**src/rtl/jogo_seq_param.sv**
```systemverilog
// Memory game: plays back a growing button sequence, then checks the player's presses.
// Define JOGO_SEQ_LFSR_EN to draw sequence entries from a free-running LFSR instead of a fixed ramp.
module jogo_seq_param #(
    parameter int NBOT = 4,
    parameter int PROF = 16,
    parameter int TICK = 1000
) (
    input  logic                          clockFPGA,
    input  logic                          reset,
    input  logic                          jogar,
    input  logic [NBOT-1:0]               botoes,
    input  logic [1:0]                    nivel,
    input  logic [1:0]                    timeout_sel,
    output logic [NBOT-1:0]               leds,
    output logic                          ganhou,
    output logic                          perdeu,
    output logic                          pronto,
    output logic [$clog2(PROF+1)-1:0]     rodada,
    output logic [7:0]                    vitorias,
    output logic [7:0]                    derrotas,
    output logic [3:0]                    db_estado
);
    localparam int IW   = $clog2(NBOT);
    localparam int XW   = $clog2(PROF);
    localparam int RW   = $clog2(PROF+1);
    localparam int TW   = $clog2(10*TICK+1);
    localparam int HALF = (TICK/2 > 0) ? TICK/2 : 1;

    typedef enum logic [3:0] {
        INICIAL        = 4'd0,
        PREPARA        = 4'd1,
        MOSTRA_ACESO   = 4'd2,
        MOSTRA_APAGADO = 4'd3,
        ESPERA         = 4'd4,
        COMPARA        = 4'd5,
        PROX_JOGADA    = 4'd6,
        PROX_RODADA    = 4'd7,
        GANHOU         = 4'd8,
        PERDEU         = 4'd9
    } state_t;

    state_t          state;
    logic [XW-1:0]   idx;
    logic [XW-1:0]   idx_inc;
    logic [TW-1:0]   cnt;
    logic [TW-1:0]   limit;
    logic [1:0]      nivel_q;
    logic [1:0]      tsel_q;
    logic [NBOT-1:0] press_q;
    logic [NBOT-1:0] botoes_prev;
    logic            jogar_prev;
    logic            press;
    logic            jogar_rise;
    logic [7:0]      idx_next;
    logic [7:0]      rod_ext;
    logic [7:0]      first_len;
    logic [7:0]      grow_len;
    logic [7:0]      first_clamp;
    logic [7:0]      grow_clamp;

    logic [IW-1:0]   seq_mem  [PROF];
    logic [IW-1:0]   fill_val [PROF];

    function automatic logic [NBOT-1:0] onehot(input logic [IW-1:0] e);
        return NBOT'(1) << e;
    endfunction

    function automatic logic [7:0] sat_inc(input logic [7:0] v);
        return (v == 8'hFF) ? v : v + 8'd1;
    endfunction

    // A press is the first non-zero sample after an all-zero sample, so a held button counts once.
    assign press      = (|botoes) && !(|botoes_prev);
    assign jogar_rise = jogar && !jogar_prev;
    assign db_estado  = state;

    assign idx_inc     = idx + XW'(1);
    assign idx_next    = 8'(idx) + 8'd1;
    assign rod_ext     = 8'(rodada);
    assign first_len   = 8'(nivel) + 8'd1;
    assign grow_len    = rod_ext + 8'(nivel_q) + 8'd1;
    assign first_clamp = (first_len >= 8'(PROF)) ? 8'(PROF) : first_len;
    assign grow_clamp  = (grow_len  >= 8'(PROF)) ? 8'(PROF) : grow_len;

    always_comb begin
        limit = '0;
        case (tsel_q)
            2'b01:   limit = TW'(10*TICK);
            2'b10:   limit = TW'(5*TICK);
            2'b11:   limit = TW'(2*TICK);
            default: limit = '0;
        endcase
    end

`ifdef JOGO_SEQ_LFSR_EN
    logic [15:0] lfsr;
    logic [15:0] walk;

    function automatic logic [15:0] lfsr_next(input logic [15:0] v);
        return {v[14:0], v[15] ^ v[13] ^ v[12] ^ v[10]};
    endfunction

    always_ff @(posedge clockFPGA) begin
        if (!reset) lfsr <= 16'hACE1;
        else        lfsr <= lfsr_next(lfsr);
    end

    // Each entry takes a successive LFSR state so a whole sequence is built in one cycle.
    always_comb begin
        walk = lfsr;
        for (int i = 0; i < PROF; i++) begin
            fill_val[i] = IW'(32'(walk) % NBOT);
            walk        = lfsr_next(walk);
        end
    end
`else
    always_comb begin
        for (int i = 0; i < PROF; i++) begin
            fill_val[i] = IW'(i % NBOT);
        end
    end
`endif

    always_ff @(posedge clockFPGA) begin
        if (state == PREPARA) begin
            for (int i = 0; i < PROF; i++) seq_mem[i] <= fill_val[i];
        end
    end

    always_ff @(posedge clockFPGA) begin
        if (!reset) begin
            state       <= INICIAL;
            idx         <= '0;
            cnt         <= '0;
            nivel_q     <= '0;
            tsel_q      <= '0;
            press_q     <= '0;
            botoes_prev <= '0;
            jogar_prev  <= 1'b0;
            leds        <= '0;
            ganhou      <= 1'b0;
            perdeu      <= 1'b0;
            pronto      <= 1'b0;
            rodada      <= '0;
            vitorias    <= '0;
            derrotas    <= '0;
        end else begin
            botoes_prev <= botoes;
            jogar_prev  <= jogar;
            case (state)
                INICIAL, GANHOU, PERDEU: begin
                    if (jogar_rise) begin
                        ganhou <= 1'b0;
                        perdeu <= 1'b0;
                        state  <= PREPARA;
                    end
                end
                PREPARA: begin
                    nivel_q <= nivel;
                    tsel_q  <= timeout_sel;
                    rodada  <= RW'(first_clamp);
                    idx     <= '0;
                    cnt     <= '0;
                    leds    <= onehot(fill_val[0]);
                    state   <= MOSTRA_ACESO;
                end
                MOSTRA_ACESO: begin
                    if (cnt == TW'(TICK-1)) begin
                        cnt   <= '0;
                        leds  <= '0;
                        state <= MOSTRA_APAGADO;
                    end else begin
                        cnt <= cnt + TW'(1);
                    end
                end
                MOSTRA_APAGADO: begin
                    if (cnt == TW'(HALF-1)) begin
                        cnt <= '0;
                        if (idx_next < rod_ext) begin
                            idx   <= idx_inc;
                            leds  <= onehot(seq_mem[idx_inc]);
                            state <= MOSTRA_ACESO;
                        end else begin
                            idx    <= '0;
                            pronto <= 1'b1;
                            state  <= ESPERA;
                        end
                    end else begin
                        cnt <= cnt + TW'(1);
                    end
                end
                ESPERA: begin
                    leds <= botoes;
                    // Press is tested first so it beats a timeout landing on the same cycle.
                    if (press) begin
                        press_q <= botoes;
                        pronto  <= 1'b0;
                        state   <= COMPARA;
                    end else if (limit != '0 && cnt == limit - TW'(1)) begin
                        pronto   <= 1'b0;
                        perdeu   <= 1'b1;
                        derrotas <= sat_inc(derrotas);
                        leds     <= '0;
                        state    <= PERDEU;
                    end else begin
                        cnt <= cnt + TW'(1);
                    end
                end
                COMPARA: begin
                    leds <= botoes;
                    if (press_q == onehot(seq_mem[idx])) begin
                        state <= PROX_JOGADA;
                    end else begin
                        perdeu   <= 1'b1;
                        derrotas <= sat_inc(derrotas);
                        leds     <= '0;
                        state    <= PERDEU;
                    end
                end
                PROX_JOGADA: begin
                    leds <= botoes;
                    if (idx_next < rod_ext) begin
                        idx    <= idx_inc;
                        cnt    <= '0;
                        pronto <= 1'b1;
                        state  <= ESPERA;
                    end else begin
                        state <= PROX_RODADA;
                    end
                end
                PROX_RODADA: begin
                    if (rodada == RW'(PROF)) begin
                        ganhou   <= 1'b1;
                        vitorias <= sat_inc(vitorias);
                        leds     <= '0;
                        state    <= GANHOU;
                    end else begin
                        rodada <= RW'(grow_clamp);
                        idx    <= '0;
                        cnt    <= '0;
                        leds   <= onehot(seq_mem[0]);
                        state  <= MOSTRA_ACESO;
                    end
                end
                default: state <= INICIAL;
            endcase
        end
    end
endmodule

```
**config.mk**
```make
export PLATFORM = sky130hd
export DESIGN_NAME = jogo_seq_param
export DESIGN_NICKNAME = d
export VERILOG_FILES = /design/src/rtl/jogo_seq_param.sv
export SDC_FILE = /design/constraint.sdc
export NUM_CORES = 1
export LEC_CHECK = 0
export ABC_AREA = 1
export BUFFER_PORTS_ARGS = -buffer_cell sky130_fd_sc_hd__buf_2
export CORE_UTILIZATION = 40
export CTS_CLUSTER_DIAMETER = 50
export DETAILED_ROUTE_END_ITERATION = 16
export HOLD_SLACK_MARGIN = 0.15
export PLACE_DENSITY_LB_ADDON = 0.12
export SYNTH_ARGS = -nofsm -noshare
export SYNTH_HDL_FRONTEND = slang
export SYNTH_SLANG_ARGS = --single-unit
```
**constraint.sdc**
```tcl
create_clock -name clockFPGA -period 2.3 [get_ports clockFPGA]
set_input_delay 0 -clock clockFPGA [delete_from_list [all_inputs] [get_ports clockFPGA]]
set_output_delay 0 -clock clockFPGA [all_outputs]
set_load 0.03 [all_outputs]
```
# --- Yosys cells after proc, flatten, opt, wreduce, memory -nomap -nowiden ---
# Memory sizes are Yosys's and may differ from the RTL's. A register that Yosys moved wholly into a read port is not among the register bits.
# Index checks and enable logic that the tools add are counted.
# W data, S select, Z words.
op_classes:
  order_cmp: 3
  mux: 57
  n_eq_ne: 32
  n_reduce_logical: 29
  n_shift: 3
  n_bitwise: 1
  addsub: 9
ops:
  columns: ["cell", "count"]
  rows:
  - ["$mux W14", 6]
  - ["$pmux W14 S6", 1]
  - ["$mux W4", 20]
  - ["$pmux W14 S3", 1]
  - ["$mux W8", 4]
  - ["$pmux W4 S8", 1]
  - ["$pmux W4 S7", 1]
  - ["$ne A2 B2 Y1 const B", 12]
  - ["$add A8 B1 Y8 const B", 2]
  - ["$eq A4 B3 Y1 const B", 4]
  - ["$eq A8 B8 Y1 const B", 2]
  - ["$pmux W4 S4", 1]
  - ["$pmux W8 S2", 1]
  - ["$reduce_and A4 Y1", 4]
  - ["$mux W5", 3]
  - ["$reduce_and A5 Y1", 3]
  - ["$add A14 B1 Y14 const B", 1]
  - ["$eq A14 B10 Y1 const B", 1]
  - ["$eq A14 B14 Y1", 1]
  - ["$eq A14 B9 Y1 const B", 1]
  - ["$reduce_bool A14 Y1", 1]
  - ["$sub A14 B1 Y14 const B", 1]
  - ["$mux W1", 12]
  - ["$shl A1 B2 Y4 const A", 3]
  - ["other kinds (34)", 47]
totals:
  ram_bits: 32
  reg_bits: 63
  n_memories: 1
  output_inout_bits: 32
  wordCells: 150
mem_list:
  columns: ["memory", "words", "word_bits", "read_ports", "rd_ports_with_merged_regs", "write_ports", "line_no", "text"]
  rows:
  - ["seq_mem", 16, 2, 3, 1, 16, "61", "logic [IW-1:0] seq_mem [PROF];"]

# --- Longest topological paths before layout ---
# Gate-level depths: netlist (run 1).
depth:
  ltp_word: 8
  ltp_mapped: 16

# --- Worst setup path before layout (run 1) ---
# Ideal clock, no wire load.
synth_timing:
  kind: "flip-flop to flip-flop"
  startpoint: "register idx[0]"
  endpoint: "register (tool-made name)"
  path_buffers: 0
  stages_incl_launch_ff: 13
  synth_period_minus_slack_ns: 2.133
  setup_slack_ns: 0.167
  arrival_ns: 2.055
  setup_time_ns: 0.078
  required_time_ns: 2.222
  cell_sequence: "dfxtp_1 > inv_1 > ha_1 > ha_1 > nand2_1 > nor2_1 > o21ai_0 > nand3_1 > nand2_1 > nand4_1 > nor2_1 > nand2_1 > a21oi_1"
synth_lines:
  columns: ["element", "line_no", "text"]
  rows:
  - ["start: declaration", "43", "logic [XW-1:0] idx;"]
  - ["start signal: assignment", "180", "idx <= idx_inc;"]
  - ["start signal: assignment", "223", "idx <= idx_inc;"]

# --- Worst setup path after layout (run 1) ---
layout_timing:
  startpoint: "register idx[1]"
  endpoint: "register idx[1]"
layout_between:
  elab_chain_cells: 5
  elab_cells_between_ends: 9
  cone_classes: "2 x add/sub; 1 x order compare; 1 x eq/ne; 4 x mux; 1 x reduce/logical"
layout_rtl:
  columns: ["element", "line_no", "text"]
  rows:
  - ["$add A4 B1 Y5", "78", "assign idx_next = 8'(idx) + 8'd1;"]
  - ["$lt A5 B5 Y1", "179, 222", null]
  - ["$mux W4", "179", "if (idx_next < rod_ext) begin"]
  - ["$mux W4", "177", "if (cnt == TW'(HALF-1)) begin"]
  - ["$pmux W4 S4", "150", "case (state)"]
# Several ways; a longest one is shown, not always the timed one. The select of a mux whose other input is x is not followed.
# A chain may end at the register's enable or synchronous reset.

==> results of run 1 <==
==> logic make-up (layout without fill, tap and decap cells) <==
group / after synthesis / in the layout
compound gates: 86 / 86
xor+xnor: 12 / 12
fa+ha+maj: 22 / 22
buf+inv: 97 / 167
flops: 65 / 65
simple gates: 333 / 336
==> critical path, delay by kind of cell (launching register included) <==
family / cells / cell delay (ps)
flip-flops: 1 / 380
AND/OR/NAND/NOR: 6 / 720
adder cells (fa/ha/maj): 2 / 480
XOR/XNOR: 1 / 150
AO/OA/AOI/OAI: 2 / 350
==> synth_stat cells <==
library cell | n | area [um2]
sky130_fd_sc_hd__o21ai_0 | 29 | 145
sky130_fd_sc_hd__nand2_1 | 164 | 616
sky130_fd_sc_hd__nor2_1 | 74 | 278
sky130_fd_sc_hd__fa_1 | 1 | 20.0
sky130_fd_sc_hd__a21oi_2 | 3 | 26.3
sky130_fd_sc_hd__nor4_1 | 2 | 12.5
sky130_fd_sc_hd__a41oi_1 | 1 | 8.76
sky130_fd_sc_hd__nand3_1 | 38 | 190
sky130_fd_sc_hd__inv_2 | 5 | 18.8
sky130_fd_sc_hd__nor3_1 | 13 | 65.1
sky130_fd_sc_hd__dfxtp_1 | 65 | 1300
sky130_fd_sc_hd__nand2_2 | 3 | 18.8
sky130_fd_sc_hd__a31oi_1 | 4 | 25.0
sky130_fd_sc_hd__xor2_1 | 11 | 96.3
sky130_fd_sc_hd__nand3_4 | 3 | 52.6
sky130_fd_sc_hd__a211oi_1 | 1 | 7.51
sky130_fd_sc_hd__or2_1 | 1 | 6.26
sky130_fd_sc_hd__o221a_2 | 1 | 11.3
sky130_fd_sc_hd__buf_1 | 1 | 3.75
sky130_fd_sc_hd__nor2_2 | 4 | 25.0
sky130_fd_sc_hd__nand4_4 | 1 | 21.3
sky130_fd_sc_hd__nor2_4 | 4 | 45.0
sky130_fd_sc_hd__clkbuf_1 | 5 | 18.8
sky130_fd_sc_hd__buf_2 | 1 | 5.00
sky130_fd_sc_hd__or2_0 | 1 | 6.26
sky130_fd_sc_hd__nand3_2 | 2 | 20.0
sky130_fd_sc_hd__ha_1 | 21 | 263
sky130_fd_sc_hd__inv_1 | 84 | 315
sky130_fd_sc_hd__nor3b_1 | 2 | 15.0
sky130_fd_sc_hd__o21ai_1 | 2 | 10.0
sky130_fd_sc_hd__nand2_4 | 1 | 11.3
sky130_fd_sc_hd__a221oi_1 | 2 | 17.5
sky130_fd_sc_hd__a21oi_1 | 41 | 205
sky130_fd_sc_hd__a21o_1 | 1 | 7.51
sky130_fd_sc_hd__buf_8 | 1 | 15.0
sky130_fd_sc_hd__nand4_1 | 20 | 125
sky130_fd_sc_hd__xnor2_1 | 1 | 8.76
sky130_fd_sc_hd__o211ai_1 | 1 | 7.51
==> per-layer routing <==
metal  vias to the layer above  GRT usage, %
met5                         -             0
met2                       122          31.9
met3                        23          4.34
li1                       2144             -
met4                         0          7.69
met1                      1905          30.4
==> per-stage QoR <==
step	area, um2	cells	setup slack [ps]	TNS [ps]
after floorplan	4050	615	167	0
after global placement	4450	790	-1.89	-3.69
after detailed placement	4450	790	-57.2	-317
final	4890	821	125	0
after CTS	4730	815	15.0	0
after global routing	4890	821	-8.71	-16.6
==> cell type report <==
cell class | count | area, um2
clock buffer | 10 | 138
clock inverter | 6 | 42.5
fill | 1003 | 4880
inverter | 89 | 334
multi-input combinational | 456 | 2510
sequential | 65 | 1310
tap | 133 | 166
timing repair buffer | 62 | 395
==> power breakdown <==
group	switching, uW	internal (uW)	total [uW]
clock network	488	422	910
logic	1380	685	2070
registers	177	1300	1480
==> repair_timing <==
action	in CTS	in global routing
pin swaps	0	9
hold buffers	9	0
gates cloned	0	3
setup endpoints to repair	14	28
gates resized for setup	4	28
endpoints found under the hold margin	18	0
setup buffers	0	3
==> registers in the layout, indices dropped and copies added (netlist names), named ones only <==
register     count
nivel_q          2
pronto           1
db_estado        4
perdeu           1
idx              4
jogar_prev       1
cnt             14
press_q          4
rodada           5
leds             4
vitorias         8
botoes_prev      4
tsel_q           2
ganhou           1
derrotas         8
==> worst max-delay path by stage <==
stage	start	slack, ps	cells past startpoint	endpoint
after floorplan	idx[0]	170	12	register
after global placement	idx[0]	-2	11	register
after detailed placement	idx[1]	-60	12	register
after CTS	idx[1]	10	12	cnt[2]
after global routing	idx[1]	-9	11	idx[1]
final	idx[1]	130	11	idx[1]
==> placed cells by master, fill, tap and decap left out, types with 3 or more instances in the layout <==
master	Yosys	final
sky130_fd_sc_hd__clkbuf_8	0	10
sky130_fd_sc_hd__nor3_1	13	13
sky130_fd_sc_hd__nor2_4	4	4
sky130_fd_sc_hd__a21oi_2	3	5
sky130_fd_sc_hd__xor2_1	11	10
sky130_fd_sc_hd__nor2_1	74	71
sky130_fd_sc_hd__dfxtp_1	65	61
sky130_fd_sc_hd__o21ai_0	29	26
sky130_fd_sc_hd__buf_4	0	10
sky130_fd_sc_hd__buf_2	1	42
sky130_fd_sc_hd__inv_2	5	8
sky130_fd_sc_hd__o21ai_1	2	4
sky130_fd_sc_hd__nand4_1	20	20
sky130_fd_sc_hd__nand3_4	3	6
sky130_fd_sc_hd__ha_4	0	3
sky130_fd_sc_hd__ha_1	21	18
sky130_fd_sc_hd__nor2_2	4	7
sky130_fd_sc_hd__nand2_2	3	4
sky130_fd_sc_hd__nand3_2	2	6
sky130_fd_sc_hd__a31oi_1	4	4
sky130_fd_sc_hd__dlygate4sd3_1	0	9
sky130_fd_sc_hd__nand2_1	164	163
sky130_fd_sc_hd__nand3_1	38	34
sky130_fd_sc_hd__a21oi_1	41	39
sky130_fd_sc_hd__inv_1	84	81
==> results.md, run 1 <==
Setup path:
- The slowest cell on the critical path is sky130_fd_sc_hd__dfxtp_4.
- The most repeated library cell on the critical path is sky130_fd_sc_hd__nand3_2.
- The arrival time of data at the critical path endpoint is 2430 ps.
- For this run, the slowest stage of the critical path takes 380 ps.
- The startpoint type of the worst setup path is a register.
- The required time at the worst-slack endpoint is 2560 ps.
- The worst setup path is of the register to register kind.
- The kind of end point of the critical path is a register.
- Walking the worst path, the cells encountered are ha_4 > xor2_2 > ha_1 > a21o_1 > nand3_2 > nand3_2 > nand2_2 > nand4_1 > nor2_2 > nand2_1 > a21oi_2.
- The origin of the critical flop-to-flop path is idx[1].
- The number of cell instances on the worst register-to-register path is 11.
- Along the worst path, the maximum fanout reaches 6.
- In this run the register-to-register setup slack is 130 ps.
- The end of the worst register-to-register path is idx[1].

Floorplan:
- The core box area is 0.00977 mm2.
- The die covers 0.0105 mm2.
- The die is 103 um wide.
- The row count is 36.
- The die boundary height is 103 um.
- Pin placement for this block handled 43 I/O pins.
- The initial cell density of the core is 41.4%.

Global routing:
- The number of antenna violations at the first check in global routing came to 0.
- The first global-routing pass estimated 17.4 mm of wire.
- The total global routing overflow is 0.
- Entering global routing, the biggest net connects 42 pins.
- The number of global-route vias before repair was 3660.
- The overall global routing resource usage is 21.4%.

Yosys:
- The post-synthesis net count is 648.
- Of the post-synthesis cell area, the part taken by muxes is 0%.
- The number of instances in the synthesized netlist is 615.
- The average size of a mapped cell is 6.58 um2.
- The simple-gate area share of the yosys netlist is 37.3%.
- The cell area after synthesis is 0.00405 mm2.
- For this run, the register share of the synthesized area comes to 32.2%.
- The arithmetic-cell share of the synthesized area counting full adders, half adders and majority gates is 6.99%.
- The complex-gate fraction of the synthesized area is 11.7%.
- The number of distinct library cells after synthesis is 38.
- The xor and xnor area share after synthesis is 2.60%.
- By area, the combinational part of the netlist is dominated by simple AND/OR/NAND/NOR gates.
- The synthesized design contains 65 register bits.
- The Yosys step of the flow raised 0 warnings.

Layout:
- The fraction of final layout cells with drive strength greater than 1 is 17.6%.
- Compared with the post-synthesis result, the final layout area differs by 21.0%.
- The share of the core filled with cells is 50.1%.
- The number of antenna diodes in the final layout is 0.
- After the last flow step, the layout net total stands at 716.

Placement:
- The post-DP HPWL is 7.84 mm.
- The number of buffers added on ports is 42.
- Routability-driven placement finished with a final weighted congestion of 0.891.

Clock network:
- Clock-pin slew was measured on the worst setup and hold paths at 80 ps.
- No sink is reached through more buffers than the 2 on the longest clock path.
- The H-tree generated during clock tree synthesis spans 3 levels.
- The clock tree root driver cell is sky130_fd_sc_hd__clkbuf_8.
- The clock tree from TritonCTS is done.
- The clock net in this run drives a total of 65 sinks.
- At the later pin of the worst-skew pair, clock insertion delay measures 350 ps.
- The number of clock buffers added by TritonCTS is 9.

STA:
- The count of final hold-check violations is 0.
- After layout, the minimum clock period comes to 2170 ps.
- The highest attainable clock frequency is 460 MHz.
- The final setup skew is 12.2 ps.
- Dividing the final minimum period by the clock period gives 94.5%.
- Measured against its own limit, the worst slew margin works out to 41.5%.
- At the pin with the least slew margin, the transition time is 876 ps.
- Setup violations remaining at the end of the flow were counted as 0.
- The number of slew-limit violations in the final report is 0.
- The tightest hold path in the finished design has a slack of 195 ps.

Power:
- The maximum ir drop on the vdd rail is 0.513 mV.
- Summed over all cells, the static leakage comes to 0.00223 uW.
- The sum of internal, switching and leakage power is 4460 uW.
- For this design the ratio of total power to cell area is 911 mW/mm2.

Detailed routing:
- The via total after detailed routing is 4194.
- The number of DRC violations after detailed routing is 0.
- For this run, the detailed router's first-pass iteration total came to 5.
- The count of antenna-violating nets left after detailed routing is 0.
- Summed over all nets, wire length on met3 after detailed routing comes to 601 um.
- Using the TritonRoute via totals, the vias-per-cell ratio works out to 5.11.
- The routed metal-1 wire length is 5.46 mm.
- The number of DRC markers in iteration 0 is 229.
- In the final routed layout, each cell accounts on average for 13.3 um.
- The routed wire length on met2 is 4.64 mm.
- Wires add up to 10.9 mm.
- In this run the top signal layer used is met4.

Run status:
- The run finished with clean final reports.

Job:
- The max capacitance violation total is 0.

Worst hold path:
- The endpoint of the worst hold-timing path is botoes_prev[0].
- The startpoint identified for the worst hold timing path is reset.
- The depth of the worst hold-timing path is 4.
- The worst min-delay path class is primary input to register.
Power figures use the tool's default switching activity.
==> inputs of run 2 (changes only) <==
--- a/config.mk
+++ b/config.mk
@@ -7,6 +7,7 @@
 export LEC_CHECK = 0
 export ABC_AREA = 1
 export BUFFER_PORTS_ARGS = -buffer_cell sky130_fd_sc_hd__buf_2
+export CORE_MARGIN = 5
 export CORE_UTILIZATION = 40
 export CTS_CLUSTER_DIAMETER = 50
 export DETAILED_ROUTE_END_ITERATION = 16
==> run 2 against run 1 <==
Via count is 3.8% lower. Combinational power down 3%. Clock skew barely moved. First-iteration DRC count grew 29%. Register-to-register slack got worse by 20 ps. Fmax down 1.0%. Final cell count is the same. Count of clock-buffer cells in the layout shrank 1. Highest routed layer unchanged.
==> results.md, run 2 (same netlist as run 1, synthesis figures left out) <==
STA:
- Setup violations remaining at the end of the flow were counted as 0.
- The worst path uses 95.5% of the clock period.
- The transition at the pin with the smallest max-transition slack is 897 ps.
- The worst setup slack after layout is 104 ps.
- The final setup skew is 12.5 ps.
- Headroom to the max-slew limit came out at 40.1%.
- The count of final hold-check violations came to 0.
- For the finished layout, the period the worst path requires is 2200 ps.
- The number of slew-limit violations in the final report is 0.
- Timing would allow up to 455 MHz.

Setup path:
- The startpoint type of the worst setup path is a register.
- The arrival time of data at the critical path endpoint is 2430 ps.
- The end of the worst register-to-register path is idx[1].
- The kind of end point of the critical path is a register.
- The peak per-stage delay on the critical path is 380 ps.
- Among all stages on the critical path, the largest delay is contributed by sky130_fd_sc_hd__dfxtp_4.
- The startpoint identified for the worst register-to-register timing path is idx[1].
- Tracing the worst setup path back leads to its startpoint at idx[1].
- Setup slack on the worst reg-to-reg path comes out at 100 ps.
- The number of buffers and inverters on the critical path is 0.
- The endpoint of the most critical setup path is idx[1].
- The logic depth of the worst path, buffers included is 11.
- The worst register-to-register path has a depth of 11.
- Among cell families on the critical path, the largest total delay comes from simple AND/OR/NAND/NOR gates.
- Along the worst path, the maximum fanout reaches 6.
- STA puts the critical path data required time at 2540 ps.
- The kind of critical path is register to register.
- The critical path goes through ha_4 > nand2_1 > nor2_1 > ha_1 > a21oi_1 > nand3_2 > nand2_2 > nand4_1 > nor2_2 > nand2_1 > a21oi_1.

Detailed routing:
- The detail route stage leaves a number of antenna-violating nets equal to 0.
- For this run, design rule violations remaining after detail routing come to 0.
- In the final routed layout, each cell accounts on average for 13.1 um.
- The number of vias per cell after detailed routing is 4.91.
- Wires add up to 10.8 mm.
- After the first detailed-routing iteration, the DRC count stood at 295.
- Across all layers, the routed design uses 4033 vias.
- The length of the first detailed-routing pass in iterations is 6.

Global routing:
- The pin count of the biggest net entering global routing is 42.
- The first global-routing pass estimated 18.3 mm of wire.
- The number of antenna violations at the first check in global routing is 0.
- The number of global-route vias before repair is 3784.
- Summed over all layers, the global routing overflow is 0.
- The overall global routing resource usage is 17.8%.

Placement:
- The cell count after placement is 793.
- At the placement stage, the worst setup path has a slack of -30.1 ps.
- The post-DP HPWL is 7.87 mm.
- In this run the tool buffered the top-level ports with 42 buffer cells.
- The final estimated routing congestion in global placement is 0.943.

Power:
- The analysis attributes to cell leakage a power of 0.00223 uW.
- The areal power density over the cells is 925 mW/mm2.
- Across the VDD grid, the largest voltage drop is 0.428 mV.

Layout:
- The post-route non-filler standard cell count is 821.
- The net count of the finished layout is 716.
- Counting flops per register, the top entry is cnt.
- Compared with the post-synthesis result, the final layout area differs by 20.4%.
- The register with the most flip-flops in the layout has 14 of them.
- The repair_antennas step left the layout with diodes totalling 0.
- In the final layout, the share of cells above drive strength 1 is 17.0%.
- Counting the fill cells in the layout gives 1059.
- In the final layout, the registers with the most flip-flops are cnt: 14 flops, derrotas: 8 flops, vitorias: 8 flops.
- The sequential cell area is 0.00131 mm2.
- The commonest non-fill, non-tap cell in the layout is sky130_fd_sc_hd__nand2_1.
- The top cell types in the final layout, fill and taps aside, are sky130_fd_sc_hd__nand2_1 (163), sky130_fd_sc_hd__inv_1 (82), sky130_fd_sc_hd__nor2_1 (71).
- The multi-input combinational cells in the finished layout cover a total of 0.00246 mm2.

Clock network:
- The later pin in the worst-skew pair is clocked with a latency of 350 ps.
- The post-CTS clock slew at the launch and capture registers of the worst setup and hold paths is 90 ps.
- In this run, CTS created clock tree buffers numbering 9.
- In this run the clock root is driven by a sky130_fd_sc_hd__clkbuf_8.
- The CTS sink count is 65.
- TritonCTS built the clock tree.
- The clock tree synthesis step divided the H-tree into 3 levels.
- The clock passes through at most 2 buffers.

Worst hold path:
- The worst min-delay path class is primary input to register.

Floorplan:
- The core box area is 0.00982 mm2.
- The I/O pin count is 43.
- The die is 111 um wide.
- Once the floorplan was initialized, standard cells occupied 41.2% of the core.
- The full die area is 0.0122 mm2.
- The initialized floorplan defines 36 standard-cell rows.
- The floorplan step set the die height to 111 um.

Run status:
- The run finished with clean final reports.

Job:
- The max capacitance violation total is 0.
-- run 2: changes by cell type in the layout (fill, tap and decap cells not counted), moves of 2 or more --
cell	change
sky130_fd_sc_hd__a21oi_1	+2
sky130_fd_sc_hd__buf_4	+2
sky130_fd_sc_hd__a21oi_2	-2
sky130_fd_sc_hd__nand3_4	-2
sky130_fd_sc_hd__clkinvlp_4	-2
sky130_fd_sc_hd__clkinv_4	+2
-- run 2: metrics by stage --
step / area, um2 / TNS, ps / power (uW) / util, % / hold WS [ps]
after floorplan: 4050 / 0 / 2940 / - / 93.5
after global placement: 4460 / 0 / 3390 / 45.4 / 205
after CTS: 4760 / 0 / 4470 / 48.5 / 192
final: 4870 / 0 / 4500 / 49.6 / 210
after global routing: 4870 / -89.7 / 4920 / 49.6 / 207
after detailed placement: 4460 / -121 / 3420 / 45.4 / 217
-- run 2: worst min-delay path by stage --
stage               from             end  slack, ps  depth (start not counted)
4_1_cts            reset     derrotas[5]        190                          4
6_report           reset     derrotas[5]        210                          4
5_1_grt            reset  botoes_prev[3]        210                          4
2_1_floorplan  botoes[0]  botoes_prev[0]         90                          2
3_5_place_dp       jogar      jogar_prev        220                          3
3_3_place_gp       jogar      jogar_prev        200                          3
-- run 2: layout make-up --
type	instances	area share [%]
multi-input combinational	454	50.5
sequential	65	26.8
timing repair buffer	64	8.25
inverter	89	6.86
tap	133	3.42
clock buffer	9	2.54
clock inverter	7	1.62
-- run 2: worst reg2reg max path: stages, from the launching register on --
cell	delay, ps
sky130_fd_sc_hd__dfxtp_4	380
sky130_fd_sc_hd__ha_4	170
sky130_fd_sc_hd__nand2_1	70
sky130_fd_sc_hd__nor2_1	40
sky130_fd_sc_hd__ha_1	330
sky130_fd_sc_hd__a21oi_1	250
sky130_fd_sc_hd__nand3_2	120
sky130_fd_sc_hd__nand2_2	90
sky130_fd_sc_hd__nand4_1	160
sky130_fd_sc_hd__nor2_2	190
sky130_fd_sc_hd__nand2_1	80
sky130_fd_sc_hd__a21oi_1	220
-- run 2: report_power, final --
group | switching (uW) | internal (uW) | total (uW)
clock | 498 | 512 | 1010
sequential | 187 | 1300 | 1490
combinational | 1350 | 656 | 2010
-- run 2: repair_timing --
action,4_1_cts,5_1_grt
buffers inserted,0,2
hold buffers,9,0
setup endpoints to repair,8,32
pin swaps,0,4
gates cloned,0,1
gates resized for setup,2,23
endpoints found under the hold margin,18,0
-- run 2: metal layers --
metal / vias to the layer above / part of all wire (%) / global-route usage [%]
met5: - / 0 / 0
met4: 0 / 0.84 / 4.68
met3: 7 / 5.7 / 4.43
met2: 96 / 41 / 25.6
met1: 1808 / 52 / 26.4
li1: 2122 / - / -
